**src/rtl/mst_tx_arbiter.sv**
```systemverilog
// mst_tx_arbiter
//
// Round-robin arbiter and write sequencer for the master FIFO TX port.
// Several byte-stream requesters share one synchronous-245 write interface
// (TXE#/WR#/DATA). Each grant is a bounded burst of at most BURST_LEN beats.
// An optional busy watchdog drops a grant when the FIFO holds TXE# high for
// TIMEOUT consecutive cycles.
//
// Optional feature macro: MST_TX_ARB_WATCHDOG_EN
//   defined   - busy counter and watchdog release compiled in, timeout_o pulses
//   undefined - no busy counter, timeout_o tied low, grants wait out any stall
//
// Ports:
//   clk          clock
//   rst          synchronous active-high reset
//   req_valid_i  per-requester byte available
//   req_data_i   per-requester byte, requester k on bits [8k+7:8k]
//   req_ready_o  per-requester byte accepted this cycle (combinational)
//   txe_n_i      FIFO TXE#, low when the FIFO can take a byte
//   wr_n_o       FIFO WR#, low when a byte is written this edge (combinational)
//   data_o       FIFO data, grantee's byte during a burst, 0 when idle
//   grant_o      one-hot current grantee, 0 when idle
//   active_o     high while a burst is in progress
//   timeout_o    one-cycle pulse in the first idle cycle after a watchdog release

module mst_tx_arbiter #(
    parameter int NREQ      = 2,
    parameter int BURST_LEN = 16,
    parameter int TIMEOUT   = 1000
) (
    input  logic                clk,
    input  logic                rst,
    input  logic [NREQ-1:0]     req_valid_i,
    input  logic [8*NREQ-1:0]   req_data_i,
    output logic [NREQ-1:0]     req_ready_o,
    input  logic                txe_n_i,
    output logic                wr_n_o,
    output logic [7:0]          data_o,
    output logic [NREQ-1:0]     grant_o,
    output logic                active_o,
    output logic                timeout_o
);

    localparam int IW = (NREQ > 2) ? 2 : 1;

    // Reject out-of-range configurations at elaboration time.
    if (NREQ < 2 || NREQ > 4 || BURST_LEN < 1 || BURST_LEN > 255 ||
        TIMEOUT < 1 || TIMEOUT > 65535) begin : g_bad_param
        $error("mst_tx_arbiter: parameter out of range");
    end

    typedef enum logic {
        IDLE,
        XFER
    } state_t;

    state_t          state;
    state_t          state_nxt;
    logic [IW-1:0]   gidx;
    logic [IW-1:0]   ptr;
    logic [IW-1:0]   pick_idx;
    logic            pick_found;
    logic [NREQ-1:0] grant_q;
    logic [7:0]      beat_cnt;
    logic            gnt_valid;
    logic            beat;
    logic            burst_done;
    logic            drained;
    logic            wd_release;
    logic            release_x;

    assign gnt_valid  = req_valid_i[gidx];
    assign beat       = (state == XFER) && gnt_valid && !txe_n_i;
    // The last beat of a burst is the one that brings the count to BURST_LEN.
    assign burst_done = beat && (beat_cnt == 8'(BURST_LEN - 1));
    assign drained    = (state == XFER) && !gnt_valid;
    assign release_x  = burst_done || drained || wd_release;

    // Round-robin search: first valid requester at or above ptr, wrapping.
    always_comb begin
        pick_found = 1'b0;
        pick_idx   = '0;
        for (int i = 0; i < NREQ; i++) begin
            if (!pick_found && req_valid_i[(int'(ptr) + i) % NREQ]) begin
                pick_found = 1'b1;
                pick_idx   = IW'((int'(ptr) + i) % NREQ);
            end
        end
    end

    // State register.
    always_ff @(posedge clk) begin
        if (rst) begin
            state <= IDLE;
        end else begin
            state <= state_nxt;
        end
    end

    // Next-state logic.
    always_comb begin
        state_nxt = state;
        case (state)
            IDLE: if (pick_found) state_nxt = XFER;
            XFER: if (release_x)  state_nxt = IDLE;
            default: state_nxt = IDLE;
        endcase
    end

    // Output logic; the handshake towards requester and FIFO is combinational
    // so the first beat can happen in the very first cycle of a grant.
    always_comb begin
        req_ready_o = '0;
        if (beat) req_ready_o[gidx] = 1'b1;
        wr_n_o   = ~beat;
        data_o   = (state == XFER) ? req_data_i[int'(gidx)*8 +: 8] : 8'h00;
        active_o = (state == XFER);
        grant_o  = grant_q;
    end

    // Grant bookkeeping: grantee index, one-hot grant, round-robin pointer
    // and beat count. Any release clears the grant and moves the pointer past
    // the grantee so a waiting peer gets the next turn.
    always_ff @(posedge clk) begin
        if (rst) begin
            gidx     <= '0;
            ptr      <= '0;
            grant_q  <= '0;
            beat_cnt <= '0;
        end else begin
            case (state)
                IDLE: begin
                    if (pick_found) begin
                        gidx     <= pick_idx;
                        grant_q  <= NREQ'(1) << pick_idx;
                        beat_cnt <= '0;
                    end
                end
                XFER: begin
                    if (release_x) begin
                        grant_q  <= '0;
                        ptr      <= IW'((int'(gidx) + 1) % NREQ);
                        beat_cnt <= '0;
                    end else if (beat) begin
                        beat_cnt <= beat_cnt + 8'd1;
                    end
                end
                default: grant_q <= '0;
            endcase
        end
    end

`ifdef MST_TX_ARB_WATCHDOG_EN
    logic [15:0] busy_cnt;
    logic        timeout_q;

    // A drained requester takes priority over the watchdog, hence gnt_valid.
    // A beat needs txe_n_i low, so it can never coincide with this.
    assign wd_release = (state == XFER) && gnt_valid && txe_n_i &&
                        (busy_cnt == 16'(TIMEOUT - 1));
    assign timeout_o  = timeout_q;

    // Busy counter counts consecutive stalled cycles of the current grant.
    // It is cleared on every release, so it never reaches TIMEOUT and cannot
    // wrap.
    always_ff @(posedge clk) begin
        if (rst) begin
            busy_cnt  <= '0;
            timeout_q <= 1'b0;
        end else begin
            timeout_q <= wd_release;
            if (state != XFER || release_x || !txe_n_i) begin
                busy_cnt <= '0;
            end else begin
                busy_cnt <= busy_cnt + 16'd1;
            end
        end
    end
`else
    assign wd_release = 1'b0;
    assign timeout_o  = 1'b0;
`endif

endmodule

```
**config.mk**
```make
export PLATFORM = sky130hd
export DESIGN_NAME = mst_tx_arbiter
export DESIGN_NICKNAME = d
export VERILOG_FILES = /design/src/rtl/mst_tx_arbiter.sv
export SDC_FILE = /design/constraint.sdc
export NUM_CORES = 1
export LEC_CHECK = 0
export CORE_UTILIZATION = 54
export DETAILED_ROUTE_END_ITERATION = 8
export DONT_BUFFER_PORTS = 1
export GPL_ROUTABILITY_DRIVEN = 1
export PLACE_DENSITY = 0.68
export SKIP_LAST_GASP = 1
export SYNTH_ARGS = -nofsm -noshare
export SYNTH_HDL_FRONTEND = slang
export SYNTH_SLANG_ARGS = --single-unit
```
**constraint.sdc**
```tcl
create_clock -name clk -period 1.33 [get_ports clk]
set_input_delay 0.266 -clock clk [delete_from_list [all_inputs] [get_ports clk]]
set_output_delay 0.266 -clock clk [all_outputs]
set_load 0.005 [all_outputs]
```
==> results of run 1 <==
==> cells by family after synthesis <==
family          Yosys count  share of synthesized area (%)
simple gates             40                           26.8
xor+xnor                  3                           3.13
buf+inv                  10                           5.96
other cells               1                          0.447
mux                      10                           13.6
compound gates           21                           17.6
fa+ha+maj                 1                           1.49
flops                    13                           31.0
==> layout make-up <==
cell class	instances	area [µm²]
clock inverters	1	5.00
inverters	4	15.0
fillers	77	181
flip-flops and latches	13	267
clock buffers	3	22.5
well taps	15	18.8
multi-input cells	76	688
repair buffers	20	169
==> state kept, by name (all words and copies together), names as in the netlist <==
name	cells
beat_cnt	8
grant_o	2
active_o	1
gidx	1
ptr	1
==> layer usage <==
layer,vias up,routed length [µm]
met5,-,0
met4,0,36
met3,5,169
met2,38,1310
met1,406,998
li1,394,-
==> report_power, final <==
group / total (W) / internal (W) / switching [W] / leakage, nW
clock network: 0.000267 / 0.000112 / 0.000155 / 0.0177
registers: 0.000416 / 0.000403 / 0.0000132 / 0.108
logic: 0.000227 / 0.000110 / 0.000117 / 0.311
==> repair_timing <==
item,4_1_cts,5_1_grt
pin swaps,10,10
resized for setup,20,15
setup buffers,5,2
setup endpoints to repair,20,22
==> placed cells by master, fill, tap and decap left out, types with 4 or more instances in the layout <==
cell type and instances:
a21oi_1 4, buf_4 15, buf_6 5, dfxtp_1 8
dfxtp_2 5, mux2i_1 8, nand2_1 5, nor2b_1 10
nor3_1 4
==> critical path, delay by kind of cell, from the launching register on <==
family / cells / cell delay (ns)
buffers and inverters: 2 / 0.19
DFF: 1 / 0.35
muxes: 1 / 0.19
and+or+nand+nor: 1 / 0.23
==> path summary, 6_finish.rpt <==
| path | from | to |
|---|---|---|
| max | gidx$_SDFFE_PP0P_ | wr_n_o |
| min | rst | beat_cnt[1]$_SDFFE_PP0P_ |
| max reg2reg | gidx$_SDFFE_PP0P_ | beat_cnt[7]$_SDFFE_PP0P_ |
| min reg2reg | beat_cnt[2]$_SDFFE_PP0P_ | beat_cnt[2]$_SDFFE_PP0P_ |
==> metrics by stage <==
step                      setup WS [ns]  total power, W  hold slack (ns)  util, %
after floorplan                 -0.0933        0.000548            0.344        -
after detailed placement         -0.167        0.000578            0.333     70.2
after global placement           -0.107        0.000573            0.331     70.2
final                            -0.181        0.000910           0.0252     86.7
after global routing             -0.216        0.000927           0.0293     86.7
after CTS                        -0.191        0.000862           0.0337     81.0
==> impl_metrics.ini, run 1 <==
[detailed_routing]
first_pass_iters = 4
detail-route-antenna-nets = 0
drc = 0
routed_via_density = 6.39
wl_per_cell_um = 19.1
drtIter0Drc = 28
wl_um = 2520
vias = 843

[grt]
grt_antenna_before_repair = 0
grt_overflow = 0
busiest_layer = met2
grt_util_met1_pct = 33.9
grtUsageTotal_pct = 26.3
grt.met3_usage_pct = 3.04
grt_max_degree = 18
grt_pass1_vias = 797
met2_usage_pct = 46.6
grt_pass1_wl_um = 3580

[floorplan]
core_um2 = 1370
dieHeight_um = 41.4
row_count = 13
die-area_um2 = 1720
initial_core_util_pct = 61.4
die-width_um = 41.4
io_pins = 36

[setup_path]
critical_path_class = reg -> out
cp-end-kind = output pin
crit_path_top_delay_cell = dfxtp_2
max_stage_delay_ns = 0.35
path_cells = mux2i_4 -> nor3b_4 -> inv_2 -> buf_6
path_max_fanout = 3
cp.required_ns = 1.06
arrival_ns = 1.25
r2r_setup_slack_ns = -0.16
ff2ff_path_depth = 5
start_kind = flip-flop

[synthesis]
synth_nets = 121
ys_ff_latch = 13
netlist_top_cells_area = dfxtp_1, mux2i_1, nor2b_1
yosysUniqueCellTypes = 36
syn-instance-count = 99
syn_area_per_cell_um2 = 8.48
ys_seq_area_share_pct = 31.0
yosys.area.top_type_share_pct = 31.0
syn_area_um2 = 840
yosys-top-cells-count = dfxtp_1, nor2b_1, mux2i_1
ys_async_sr_fraction_pct = 0
synth-edff-count = 0
synth_flop_cell = dfxtp_1
yosysWarningCount = 0
synth_top_cell_by_area = dfxtp_1
synth.most_common_cell = dfxtp_1

[flow_run]
maxCapViolations = 0

[power_and_ir_drop]
cellPowerDensity_nw_per_um2 = 768
ir_drop_v = 0.000678
p_leak_nw = 0.437

[final_layout]
nNetsFinal = 140
antenna_cells = 0
final_cells = 132
drive_gt1_share_pct = 44.4
area_delta_synth_final_pct = 41.1
final_cell_area_um2 = 1180

[timing]
fmax_ghz = 0.662
setup_tns_ns = -2.13
skew_ns = 0.00312
finalHoldViolCount = 0
finalMaxSlewViolations = 0
rsz0062_at_grt = true
period_needed_ns = 1.51
fin_crit_sh_pct = 114
fin_ws_ns = -0.181
setup_viol = 19

[clock_network]
numClockSinks = 13
cts_buffers = 3
path_clk_slew_ns = 0.09
cts-root-buf = clkbuf_4
clk_latency_ns = 0.29
htreeDepth = 1
clockBufferDepth = 2
cts_hold_buf = 0
cts_tree = done

[status]
violations = negative setup slack
outcome = finished, violations left

[placed_design]
io_buffer_count = 0
placed_cell_area_um2 = 960
dp_hpwl_um = 1410
dpl.cell_count = 123
gp_congestion = 0.833

[min_path]
whs_path_depth = 1
hp-class = in -> reg
(Power assumes the default switching activity.)
==> run 2: changes to the inputs <==
--- a/config.mk
+++ b/config.mk
@@ -5,6 +5,7 @@
 export SDC_FILE = /design/constraint.sdc
 export NUM_CORES = 1
 export LEC_CHECK = 0
+export CAP_MARGIN = 25
 export CORE_UTILIZATION = 54
 export DETAILED_ROUTE_END_ITERATION = 8
 export DONT_BUFFER_PORTS = 1
==> results of run 2 <==
Same layout as run 1: the final DEF is identical, and so are final timing and power.
==> run 3: changes to the inputs <==
--- a/config.mk
+++ b/config.mk
@@ -10,6 +10,7 @@
 export DETAILED_ROUTE_END_ITERATION = 8
 export DONT_BUFFER_PORTS = 1
 export GPL_ROUTABILITY_DRIVEN = 1
+export HOLD_SLACK_MARGIN = 0.15
 export PLACE_DENSITY = 0.68
 export SKIP_LAST_GASP = 1
 export SYNTH_ARGS = -nofsm -noshare
==> constraint.sdc (replaced) <==
create_clock -name clk -period 1.33 [get_ports clk]
set_input_delay 0.266 -clock clk [delete_from_list [all_inputs] [get_ports clk]]
set_output_delay 0.266 -clock clk [all_outputs]
set_load 0.05 [all_outputs]
==> run 3 against run 2 <==
Against the previous run:
- the flow now stops in clock tree synthesis (4_1_cts)
- area after synthesis unchanged
- synthesized cell count did not move
==> impl_metrics.ini, run 3 <==
[status]
outcome = did not finish
stop_stage = clock tree synthesis (4_1_cts)
stop_error = [ERROR DPL-0038] Utilization greater than 100%, impossible to legalize

[synthesis]
syn_area_um2 = 840
yosysUniqueCellTypes = 36
syn_area_per_cell_um2 = 8.48
synth_nets = 121
synth.most_common_cell = dfxtp_1
ys_async_sr_fraction_pct = 0
synth_top_cell_by_area = dfxtp_1
ys_seq_area_share_pct = 31.0
ys_ff_latch = 13
synth_flop_cell = dfxtp_1
synth-edff-count = 0
yosys-top-cells-count = dfxtp_1, nor2b_1, mux2i_1
yosys.area.top_type_share_pct = 31.0
syn-instance-count = 99
netlist_top_cells_area = dfxtp_1, mux2i_1, nor2b_1
yosysWarningCount = 0

[floorplan]
dieHeight_um = 41.4
die-width_um = 41.4
io_pins = 36
initial_core_util_pct = 61.4
row_count = 13

[clock_network]
cts_hold_buf = 1
htreeDepth = 1
cts_resized = 30
numClockSinks = 13
cts_setup_buffers = 4
cts_buffers = 3
clockBufferDepth = 2
cts-root-buf = clkbuf_4

[placed_design]
placed_cell_area_um2 = 1240
dpl.cell_count = 137
io_buffer_count = 0
dp_hpwl_um = 1890
gp_congestion = 0.798
-- run 3: cell counts after synthesis --
No cell type changed its count.
-- run 3: metrics by stage --
step	setup TNS, ns	hold slack [ns]	worst slack, ns
after floorplan	-1.02	0.344	-0.280
after global placement	-1.95	0.339	-0.180
after detailed placement	-3.50	0.340	-0.295
-- run 3: cell families after synthesis --
kind of cell	after synthesis	share of synthesized area, %
other cells	1	0.447
flops	13	31.0
buf+inv	10	5.96
simple gates	40	26.8
compound gates	21	17.6
mux	10	13.6
xor+xnor	3	3.13
fa+ha+maj	1	1.49
==> run 4: changes to the inputs <==
--- a/config.mk
+++ b/config.mk
@@ -6,12 +6,12 @@
 export NUM_CORES = 1
 export LEC_CHECK = 0
 export CAP_MARGIN = 25
-export CORE_UTILIZATION = 54
+export CORE_AREA = 2 2 63 65
 export DETAILED_ROUTE_END_ITERATION = 8
+export DIE_AREA = 0 0 65 67
 export DONT_BUFFER_PORTS = 1
 export GPL_ROUTABILITY_DRIVEN = 1
-export HOLD_SLACK_MARGIN = 0.15
-export PLACE_DENSITY = 0.68
+export PLACE_DENSITY_LB_ADDON = 0.15
 export SKIP_LAST_GASP = 1
 export SYNTH_ARGS = -nofsm -noshare
 export SYNTH_HDL_FRONTEND = slang
==> constraint.sdc (replaced) <==
create_clock -name clk -period 1.7 [get_ports clk]
set_input_delay 0.34 -clock clk [delete_from_list [all_inputs] [get_ports clk]]
set_output_delay 0.34 -clock clk [all_outputs]
set_load 0.05 [all_outputs]
==> run 4 against run 3 <==
Against the previous run:
- the run now ends clean
==> impl_metrics.ini, run 4 (synthesis results as in run 1) <==
[status]
outcome = completed

[timing]
fin_crit_sh_pct = 98.6
finalHoldViolCount = 0
rsz0062_at_grt = true
finalMaxSlewViolations = 0
period_needed_ns = 1.68
setup_tns_ns = 0
setup_viol = 0
fmax_ghz = 0.597
skew_ns = 0.00113

[detailed_routing]
detail-route-antenna-nets = 0
first_pass_iters = 4
wl_um = 2150
routed_via_density = 4.59
vias = 753
wl_per_cell_um = 13.1
drtIter0Drc = 8
drc = 0

[grt]
grt_antenna_before_repair = 0
grt_max_degree = 15
grt_overflow = 0
grtUsageTotal_pct = 10.3
grt_pass1_vias = 701
grt_pass1_wl_um = 3430

[placed_design]
gp_congestion = 0.746
dp_hpwl_um = 1690
io_buffer_count = 0
dpl.cell_count = 157

[power_and_ir_drop]
fin_total_pwr_w = 0.000909
cellPowerDensity_nw_per_um2 = 710
ir_drop_v = 0.000243
p_leak_nw = 0.473

[floorplan]
die-area_um2 = 4360
die-width_um = 65
initial_core_util_pct = 23.3
row_count = 22
dieHeight_um = 67
io_pins = 36
core_um2 = 3610

[clock_network]
cts-root-buf = clkbuf_8
numClockSinks = 13
htreeDepth = 1
cts_tree = done
clk_latency_ns = 0.24
cts_hold_buf = 0
path_clk_slew_ns = 0.06
cts_buffers = 3
clockBufferDepth = 2

[setup_path]
start_kind = flip-flop
critical_path_class = reg -> out
regToRegStartpoint = gidx$_SDFFE_PP0P_
cp.required_ns = 1.36
arrival_ns = 1.34
crit_start = active_o$_SDFF_PP0_
cp-end-kind = output pin
path_max_fanout = 12

[final_layout]
drive_gt1_share_pct = 40.5
largest_reg_flops = 8
final_cells = 164
antenna_cells = 0
fillers = 363
area_delta_synth_final_pct = 52.6
mostFrequentLayoutCell = dfxtp_1
regMostFlops = beat_cnt
final_cell_mix = dfxtp_1, buf_12, buf_4
nNetsFinal = 139

[min_path]
hp-class = in -> reg
hold_start = rst

[flow_run]
maxCapViolations = 0
## run 4: path summary, 6_finish.rpt
kind / slack (ns) / cells after the start / to
max reg2reg: 0.12 / 5 / beat_cnt[5]$_SDFFE_PP0P_
max: 0.02 / 3 / data_o[4]
min: 0.16 / 1 / gidx$_SDFFE_PP0P_
min reg2reg: 0.49 / 2 / beat_cnt[0]$_SDFFE_PP0P_
## run 4: metrics by stage
step / hold WS (ns) / utilization [%] / worst slack (ns) / area [µm²]
2_1_floorplan: 0.418 / - / -0.0904 / 901
3_3_place_gp: 0.414 / 32.1 / 0.0656 / 1160
3_5_place_dp: 0.415 / 32.1 / 0.0792 / 1160
4_1_cts: 0.155 / 34.2 / 0.0155 / 1230
5_1_grt: 0.152 / 35.5 / -0.0637 / 1280
6_report: 0.161 / 35.5 / 0.0244 / 1280
## run 4: cell type report
type,count,area [µm²],share of cell area [%]
Sequential cell,13,263,20.5
Timing Repair Buffer,19,259,20.2
Multi-Input combinational cell,76,639,49.9
Clock buffer,4,45.0,3.52
Inverter,4,15.0,1.17
Tap cell,48,60.1,4.69
## run 4: routing by layer
layer,track usage [%],routed length (µm),vias up
li1,-,-,385
met1,12.8,885,355
met2,16.2,1130,11
met3,3.04,105,2
met4,4.79,27,0
met5,0,0,-
## run 4: critical path, cell delays in order, from the launching register on
cell and delay [ns]:
dfxtp_2 0.43, buf_4 0.28, nor2b_2 0.23, buf_12 0.15
## run 4: repair_timing
action / in CTS / in global routing
resized for setup: 5 / 7
cloned: 0 / 0
setup buffers: 2 / 1
pin swaps: 2 / 1
endpoints found under the setup margin: 11 / 17
hold endpoints to repair: 0 / 0
## run 4: where the power goes
part	switching [W]	internal [W]
clock network	0.000111	0.000165
logic	0.000167	0.000139
registers	0.0000106	0.000316
